==> src/rtl/alu_pkg.sv <==
// Shared ALU control definitions: multiplexer select codes, select type, sequencer states.
// Latency: n/a (types and constants only).
// Backpressure: n/a.
package alu_pkg;

    // 3-bit select driven to the ALU result multiplexer
    typedef logic [2:0] sel_t;

    localparam sel_t OP_A    = 3'd0;
    localparam sel_t OP_B    = 3'd1;
    localparam sel_t OP_C    = 3'd2;
    localparam sel_t OP_D    = 3'd3;
    localparam sel_t OP_E    = 3'd4;
    localparam sel_t OP_LAST = OP_E;

    typedef enum logic [1:0] {
        IDLE = 2'd0,
        EXEC = 2'd1,
        RESP = 2'd2
    } state_e;

endpackage

==> src/rtl/alu_op_sequencer.sv <==
// Sequences one ALU command: drives operands/select, samples mux output after SETTLE cycles, returns result+flags.
// Latency: legal op responds SETTLE cycles after accept; illegal op responds right after accept.
// Backpressure: single command in flight; cmd_ready_o low until the response handshake completes.
module alu_op_sequencer
    import alu_pkg::*;
#(
    parameter int WIDTH  = 8,
    parameter int SETTLE = 1
) (
    input  logic             clk_i,
    input  logic             rst_ni,
    input  logic             cmd_valid_i,
    output logic             cmd_ready_o,
    input  logic [2:0]       cmd_op_i,
    input  logic             cmd_acc_i,
    input  logic [WIDTH-1:0] cmd_a_i,
    input  logic [WIDTH-1:0] cmd_b_i,
    output logic [WIDTH-1:0] opa_o,
    output logic [WIDTH-1:0] opb_o,
    output logic [2:0]       ctrl_o,
    input  logic [WIDTH-1:0] result_i,
    output logic             rsp_valid_o,
    input  logic             rsp_ready_i,
    output logic [WIDTH-1:0] rsp_data_o,
    output logic             rsp_zero_o,
    output logic             rsp_neg_o,
    output logic             rsp_err_o,
    output logic [WIDTH-1:0] acc_o
);

    // Counter reload so the mux output is sampled exactly SETTLE edges after accept
    localparam logic [3:0] SETTLE_M1 = 4'(SETTLE - 1);

    state_e           state_q, state_d;
    logic [3:0]       cnt_q, cnt_d;
    logic [WIDTH-1:0] opa_q, opa_d;
    logic [WIDTH-1:0] opb_q, opb_d;
    sel_t             ctrl_q, ctrl_d;
    logic [WIDTH-1:0] acc_q, acc_d;
    logic [WIDTH-1:0] data_q, data_d;
    logic             zero_q, zero_d;
    logic             neg_q, neg_d;
    logic             err_q, err_d;

    // State and datapath registers; reset discards any command or pending response
    always_ff @(posedge clk_i or negedge rst_ni) begin
        if (!rst_ni) begin
            state_q <= IDLE;
            cnt_q   <= '0;
            opa_q   <= '0;
            opb_q   <= '0;
            ctrl_q  <= '0;
            acc_q   <= '0;
            data_q  <= '0;
            zero_q  <= 1'b0;
            neg_q   <= 1'b0;
            err_q   <= 1'b0;
        end else begin
            state_q <= state_d;
            cnt_q   <= cnt_d;
            opa_q   <= opa_d;
            opb_q   <= opb_d;
            ctrl_q  <= ctrl_d;
            acc_q   <= acc_d;
            data_q  <= data_d;
            zero_q  <= zero_d;
            neg_q   <= neg_d;
            err_q   <= err_d;
        end
    end

    // Next-state logic; operands and select only change on a legal accept so the mux never glitches
    always_comb begin
        state_d = state_q;
        cnt_d   = cnt_q;
        opa_d   = opa_q;
        opb_d   = opb_q;
        ctrl_d  = ctrl_q;
        acc_d   = acc_q;
        data_d  = data_q;
        zero_d  = zero_q;
        neg_d   = neg_q;
        err_d   = err_q;
        case (state_q)
            IDLE: begin
                if (cmd_valid_i) begin
                    if (cmd_op_i <= OP_LAST) begin
                        opa_d   = cmd_acc_i ? acc_q : cmd_a_i;
                        opb_d   = cmd_b_i;
                        ctrl_d  = cmd_op_i;
                        cnt_d   = SETTLE_M1;
                        state_d = EXEC;
                    end else begin
                        // Illegal op: respond with error, leave operands/select/accumulator alone
                        data_d  = '0;
                        zero_d  = 1'b1;
                        neg_d   = 1'b0;
                        err_d   = 1'b1;
                        state_d = RESP;
                    end
                end
            end
            EXEC: begin
                if (cnt_q != 4'd0) begin
                    cnt_d = cnt_q - 4'd1;
                end else begin
                    data_d  = result_i;
                    acc_d   = result_i;
                    zero_d  = (result_i == '0);
                    neg_d   = result_i[WIDTH-1];
                    err_d   = 1'b0;
                    state_d = RESP;
                end
            end
            RESP: begin
                if (rsp_ready_i) begin
                    state_d = IDLE;
                end
            end
            default: begin
                state_d = IDLE;
            end
        endcase
    end

    assign cmd_ready_o = (state_q == IDLE) && rst_ni;
    assign rsp_valid_o = (state_q == RESP);
    assign opa_o       = opa_q;
    assign opb_o       = opb_q;
    assign ctrl_o      = ctrl_q;
    assign acc_o       = acc_q;
    assign rsp_data_o  = data_q;
    assign rsp_zero_o  = zero_q;
    assign rsp_neg_o   = neg_q;
    assign rsp_err_o   = err_q;

endmodule
==> config.mk <==
export PLATFORM = sky130hd
export DESIGN_NAME = alu_op_sequencer
export DESIGN_NICKNAME = d
export VERILOG_FILES = /design/src/rtl/alu_pkg.sv /design/src/rtl/alu_op_sequencer.sv
export SDC_FILE = /design/constraint.sdc
export NUM_CORES = 1
export LEC_CHECK = 0
export BUFFER_PORTS_ARGS = -buffer_cell sky130_fd_sc_hd__buf_4
export CORE_ASPECT_RATIO = 0.75
export CORE_MARGIN = 2
export CORE_UTILIZATION = 35
export DETAILED_ROUTE_END_ITERATION = 10
export PLACE_DENSITY = 0.6
export SETUP_SLACK_MARGIN = 0.5
export SYNTH_ARGS = -nofsm -noshare
export SYNTH_HDL_FRONTEND = slang
export SYNTH_SLANG_ARGS = --single-unit
==> constraint.sdc <==
create_clock -name clk_i -period 5.6 [get_ports clk_i]
set_clock_uncertainty 0.05 [all_clocks]
set_input_delay 1.12 -clock clk_i [delete_from_list [all_inputs] [get_ports clk_i]]
set_output_delay 1.12 -clock clk_i [all_outputs]
set_load 0.01 [all_outputs]
# Word level (Yosys, flattened, before mapping)
# Index checks and enable logic that the tools add are counted.
[totals] register_bits=44 input_bits=32
[classes] add_sub_neg=1 order_cmp=1 n_eq_ne=8 muxes=24 bitwise=1 n_reduce_logical=10
[op_table] cell="8-bit two-way mux" n=4
[op_table] cell="8-bit one-hot mux with 2 select lines" n=1
[op_table] cell="4-bit two-way mux" n=3
[op_table] cell="2-bit inequality test, second input constant" n=5
[op_table] cell="8-bit zero test" n=1
[op_table] cell="2-bit two-way mux" n=4
[op_table] cell="4-bit one-hot mux with 2 select lines" n=1
[op_table] cell="4-bit AND reduction" n=2
[op_table] cell="1-bit two-way mux" n=7
[op_table] cell="1-bit one-hot mux with 2 select lines" n=3
[op_table] cell="2-bit one-hot mux with 3 select lines" n=1
[op_table] cell="3-bit AND reduction" n=2
[op_table] cell="4-bit nonzero test" n=1
[op_table] cell="4-bit by 1-bit subtractor with 4-bit output, second input constant" n=1
[op_table] cell="3-bit less-or-equal comparator, second input constant" n=1
[op_table] cell="2-bit by 1-bit == test with 1-bit output, second input constant" n=1
[op_table] cell="2-bit == test, second input constant" n=1
[op_table] cell="2-bit zero test" n=1
[op_table] cell="2-bit by 1-bit inequality test with 1-bit output, second input constant" n=1
[op_table] cell="2-bit AND reduction" n=1
[op_table] cell="2-bit nonzero test" n=1
[op_table] cell="1-bit logical AND" n=1
[op_table] cell="1-bit inverter" n=1

# Logic depth before layout (Yosys ltp)
[logic_depth] depth_word=4 ltp_mapped=6

# Worst setup path before layout
# Ideal clock, no wire load.
[synth_timing] path_type="input port to output port" from="input port rst_ni" to="output port cmd_ready_o" arrival_time_ns=1.426 required_time_ns=4.430 setup_slack_ns=3.004 stages=1 path_buffers=0 path_cell_list="nor3b_1"
[synth_between] elab_chain_cells=1
[synth_lines] item="from (decl)" line="alu_op_sequencer.sv:11" source="input logic rst_ni,"
[synth_lines] item="1-bit logical AND" line="alu_op_sequencer.sv:126" source="assign cmd_ready_o = (state_q == IDLE) && rst_ni;"
[synth_lines] item="to (decl)" line="alu_op_sequencer.sv:13" source="output logic cmd_ready_o,"
# No other way between the ends.

# Final worst setup path
# Ends and elaborated chain as after synthesis.

==> PnR_summary.wiki <==
{| class="wikitable"
! Metric !! Value
|-
| Status || finished clean
|-
| Die outline area || 6160 µm²
|-
| Slew headroom || 0.263
|-
| Synthesized flop and latch total || 43
|-
| Die boundary width || 90.0 µm
|-
| Wire length of the first global-routing pass || 7020 µm
|-
| Top cells by count, synth || 43 x dfrtp_1, 10 x mux2_2, 10 x mux2_4, 10 x mux2i_1, 9 x a21oi_1
|-
| Number of global-route vias before repair || 1401
|-
| Pre-CTS setup slack || 2410 ps
|-
| Critical Path Max Stage Delay || 440 ps
|-
| Number of enable flip-flop cells after synthesis || 0
|-
| Total wirelength of the detailed-routed design || 4350 µm
|-
| Actual slew at the worst max-slew pin || 1100 ps
|-
| Quantity of I/O buffers inserted on ports || 71
|-
| Register-to-register path setup slack || 3390 ps
|-
| Average wire length per cell after detail routing || 14.9 µm
|-
| Hold depth || 1
|-
| HPWL Detailed || 3180 µm
|-
| RR Startpoint || cnt_q[1]
|-
| Clock latency on the worst-skew pair || 290 ps
|-
| Maximum clock path buffer count || 2
|-
| Effective utilization at floorplan || 0.363
|-
| Required time at the worst-slack endpoint || 4430 ps
|-
| Total CTS buffers || 5
|-
| Largest net degree at the start of global routing || 45
|-
| Residual DRC count || 0
|-
| Pleak || 1.27 nW
|-
| Final-layout setup total negative slack || 0 ps
|-
| Final ANT Viol Nets || 0
|-
| Sequential fraction of the synthesis area || 0.554
|-
| Count leader, synth || dfrtp_1
|-
| Pins over their slew limit || 0
|-
| Ordered cell list for the critical path || buf_4 > nor3b_1 > buf_4
|-
| Vertical die dimension || 68.5 µm
|-
| Drt via density || 4.84
|-
| Cell repeated most along the worst path || buf_4
|-
| Total global routing overflow || 0
|-
| Synthesized instance count || 148
|-
| Tot GR Track Use || 0.147
|-
| Syn Std Cell Area || 1940 µm²
|-
| Distinct cell type count of the synthesized netlist || 36
|-
| Final Wtd Congestion || 0.736
|-
| Fmax || 319 MHz
|-
| Power per cell area || 573 nW/µm²
|-
| Final period util || 0.560
|-
| Unrepaired setup endpoints after global routing || no
|-
| Hold Crit Endpoint || rsp_data_o[5]
|-
| Kind of cell with the highest combined delay on the critical path || buffers and inverters
|-
| Worst Slack Setup Final || 2460 ps
|-
| Area leader, netlist || dfrtp_1
|-
| Net total in the final layout || 252
|-
| Max-cap check violation count || 0
|-
| Iteration-0 DRC count of the detailed router || 62
|-
| Number of antenna repair diodes || 0
|-
| Fill cell total of the finished layout || 500
|-
| TritonCTS clock tree || yes
|-
| Number of iterations in the first detailed-routing pass || 4
|-
| Endpoints failing hold || 0
|-
| Crit path capture type || output pin
|-
| Hold Worst Slack || 458 ps
|-
| Min-Delay Startpoint || rsp_data_o[5]
|-
| I/O Pins || 72
|-
| Cell chosen for the clock root || clkbuf_8
|-
| Highest net fanout along the worst path || 44
|-
| Post-CTS sizing || 0
|-
| Number of vias in the routed layout || 1417
|-
| CP Buf/Inv Count || 2
|-
| Crit path launch type || input port
|-
| Slowest stage cell, crit path || buf_4
|-
| Initial antenna violation count || 0
|-
| Share of Yosys cell area claimed by the top area cell type || 0.554
|-
| Average instance area after synthesis || 13.1 µm²
|-
| Post-layout util || 0.488
|-
| Path category of the worst min-delay check || flop to flop
|-
| Proportion of layout cells with a drive suffix above 1 || 0.477
|-
| Fraction of registers with async set/reset || 1.00
|-
| Final total power || 1.50 mW
|-
| Register clock-pin slew on the reported worst setup and hold paths || 80 ps
|-
| Worst vdd ir || 0.242 mV
|-
| Core area || 5350 µm²
|-
| Type of the worst setup path || input port to output pin
|-
| Buffers inserted by post-CTS timing repair || 0
|-
| Worst path arrival time || 1970 ps
|-
| Capture instance of the worst register-to-register path || acc_o[1]
|-
| Number of warnings printed during yosys synthesis || 0
|-
| Syn_nets || 182
|-
| Total setup violations reported at the end of the flow || 0
|-
| Primary flip-flop cell chosen by synthesis mapping || dfrtp_1
|-
| Reg2reg path depth || 5
|-
| Dominant cells by area after synthesis || dfrtp_1 55%, mux2_4 7.7%, mux2_2 5.8%
|-
| Total number of clock tree sinks || 43
|-
| CTS HTree Levels || 2
|-
| Minimum clock period after layout || 3140 ps
|-
| Cts hold-fix bufs || 0
|-
| Area growth, synth to finish || 34.7%
|-
| Site Rows || 23
|}
## stage by stage
step	instance area, µm²	std cells
CTS	2610	293
global route	2610	293
floorplan	1940	148
global placement	2510	286
detailed placement	2510	286
finish	2610	293
## worst max-delay path by stage
stage / cells past startpoint / slack, ps / start / endpoint
final: 3 / 2460 / rst_ni / cmd_ready_o
after global routing: 3 / 2340 / rst_ni / cmd_ready_o
after CTS: 3 / 2400 / rst_ni / cmd_ready_o
after detailed placement: 3 / 2410 / rst_ni / cmd_ready_o
after global placement: 3 / 2420 / rst_ni / cmd_ready_o
after floorplan: 1 / 3000 / rst_ni / cmd_ready_o
## area by class of cell
type                            count  area [µm²]  area share
Clock buffer                        6        72.6      0.0278
Sequential cell                    43        1080       0.412
Multi-Input combinational cell     90         782       0.299
Clock inverter                      1        30.0      0.0115
Tap cell                           75        93.8      0.0359
Inverter                            7        26.3      0.0101
Timing Repair Buffer               71         533       0.204
## sequential cells by signal, indices dropped and copies added (netlist names)
| name | count |
|---|---|
| acc_o | 8 |
| cnt_q | 4 |
| ctrl_o | 3 |
| opa_o | 8 |
| opb_o | 8 |
| rsp_data_o | 8 |
| rsp_err_o | 1 |
| rsp_zero_o | 1 |
| state_q | 2 |
## power by group
part / switching [mW] / leakage (nW) / internal, mW
sequential: 0.121 / 0.517 / 0.465
clock: 0.0990 / 0.0513 / 0.131
combinational: 0.295 / 0.700 / 0.388
total: 0.515 / 1.27 / 0.983
## cells in the final DEF, fill, tap and decap left out, types with 2 or more instances in the layout
cell and n:
buf_4 71, dfrtp_1 43, mux2_2 10, mux2i_1 10, mux2_4 10, a21oi_1 9
a22o_1 8, a31oi_1 8, inv_1 7, clkbuf_8 5, nand2_1 4, nor2_1 3
nor3b_1 2, nor4_1 2, o21ai_0 2, nor3_1 2, o22ai_1 2, ha_1 2
## layer usage
layer,global-route usage,part of all wire,up-vias
met2,0.223,0.46,44
li1,-,-,682
met4,0.0519,0.012,0
met5,0,0,-
met1,0.203,0.47,683
met3,0.0441,0.061,8
## cells by family after synthesis
family                   after synthesis  synth area share
flip-flops                            43             0.554
AO/OA/AOI/OAI                         36             0.126
multiplexers                          30             0.187
AND/OR/NAND/NOR                       22            0.0774
buffers and inverters                 15            0.0425
adder cells (fa/ha/maj)                2            0.0129
Note: power is estimated with default switching activity, not from simulation.
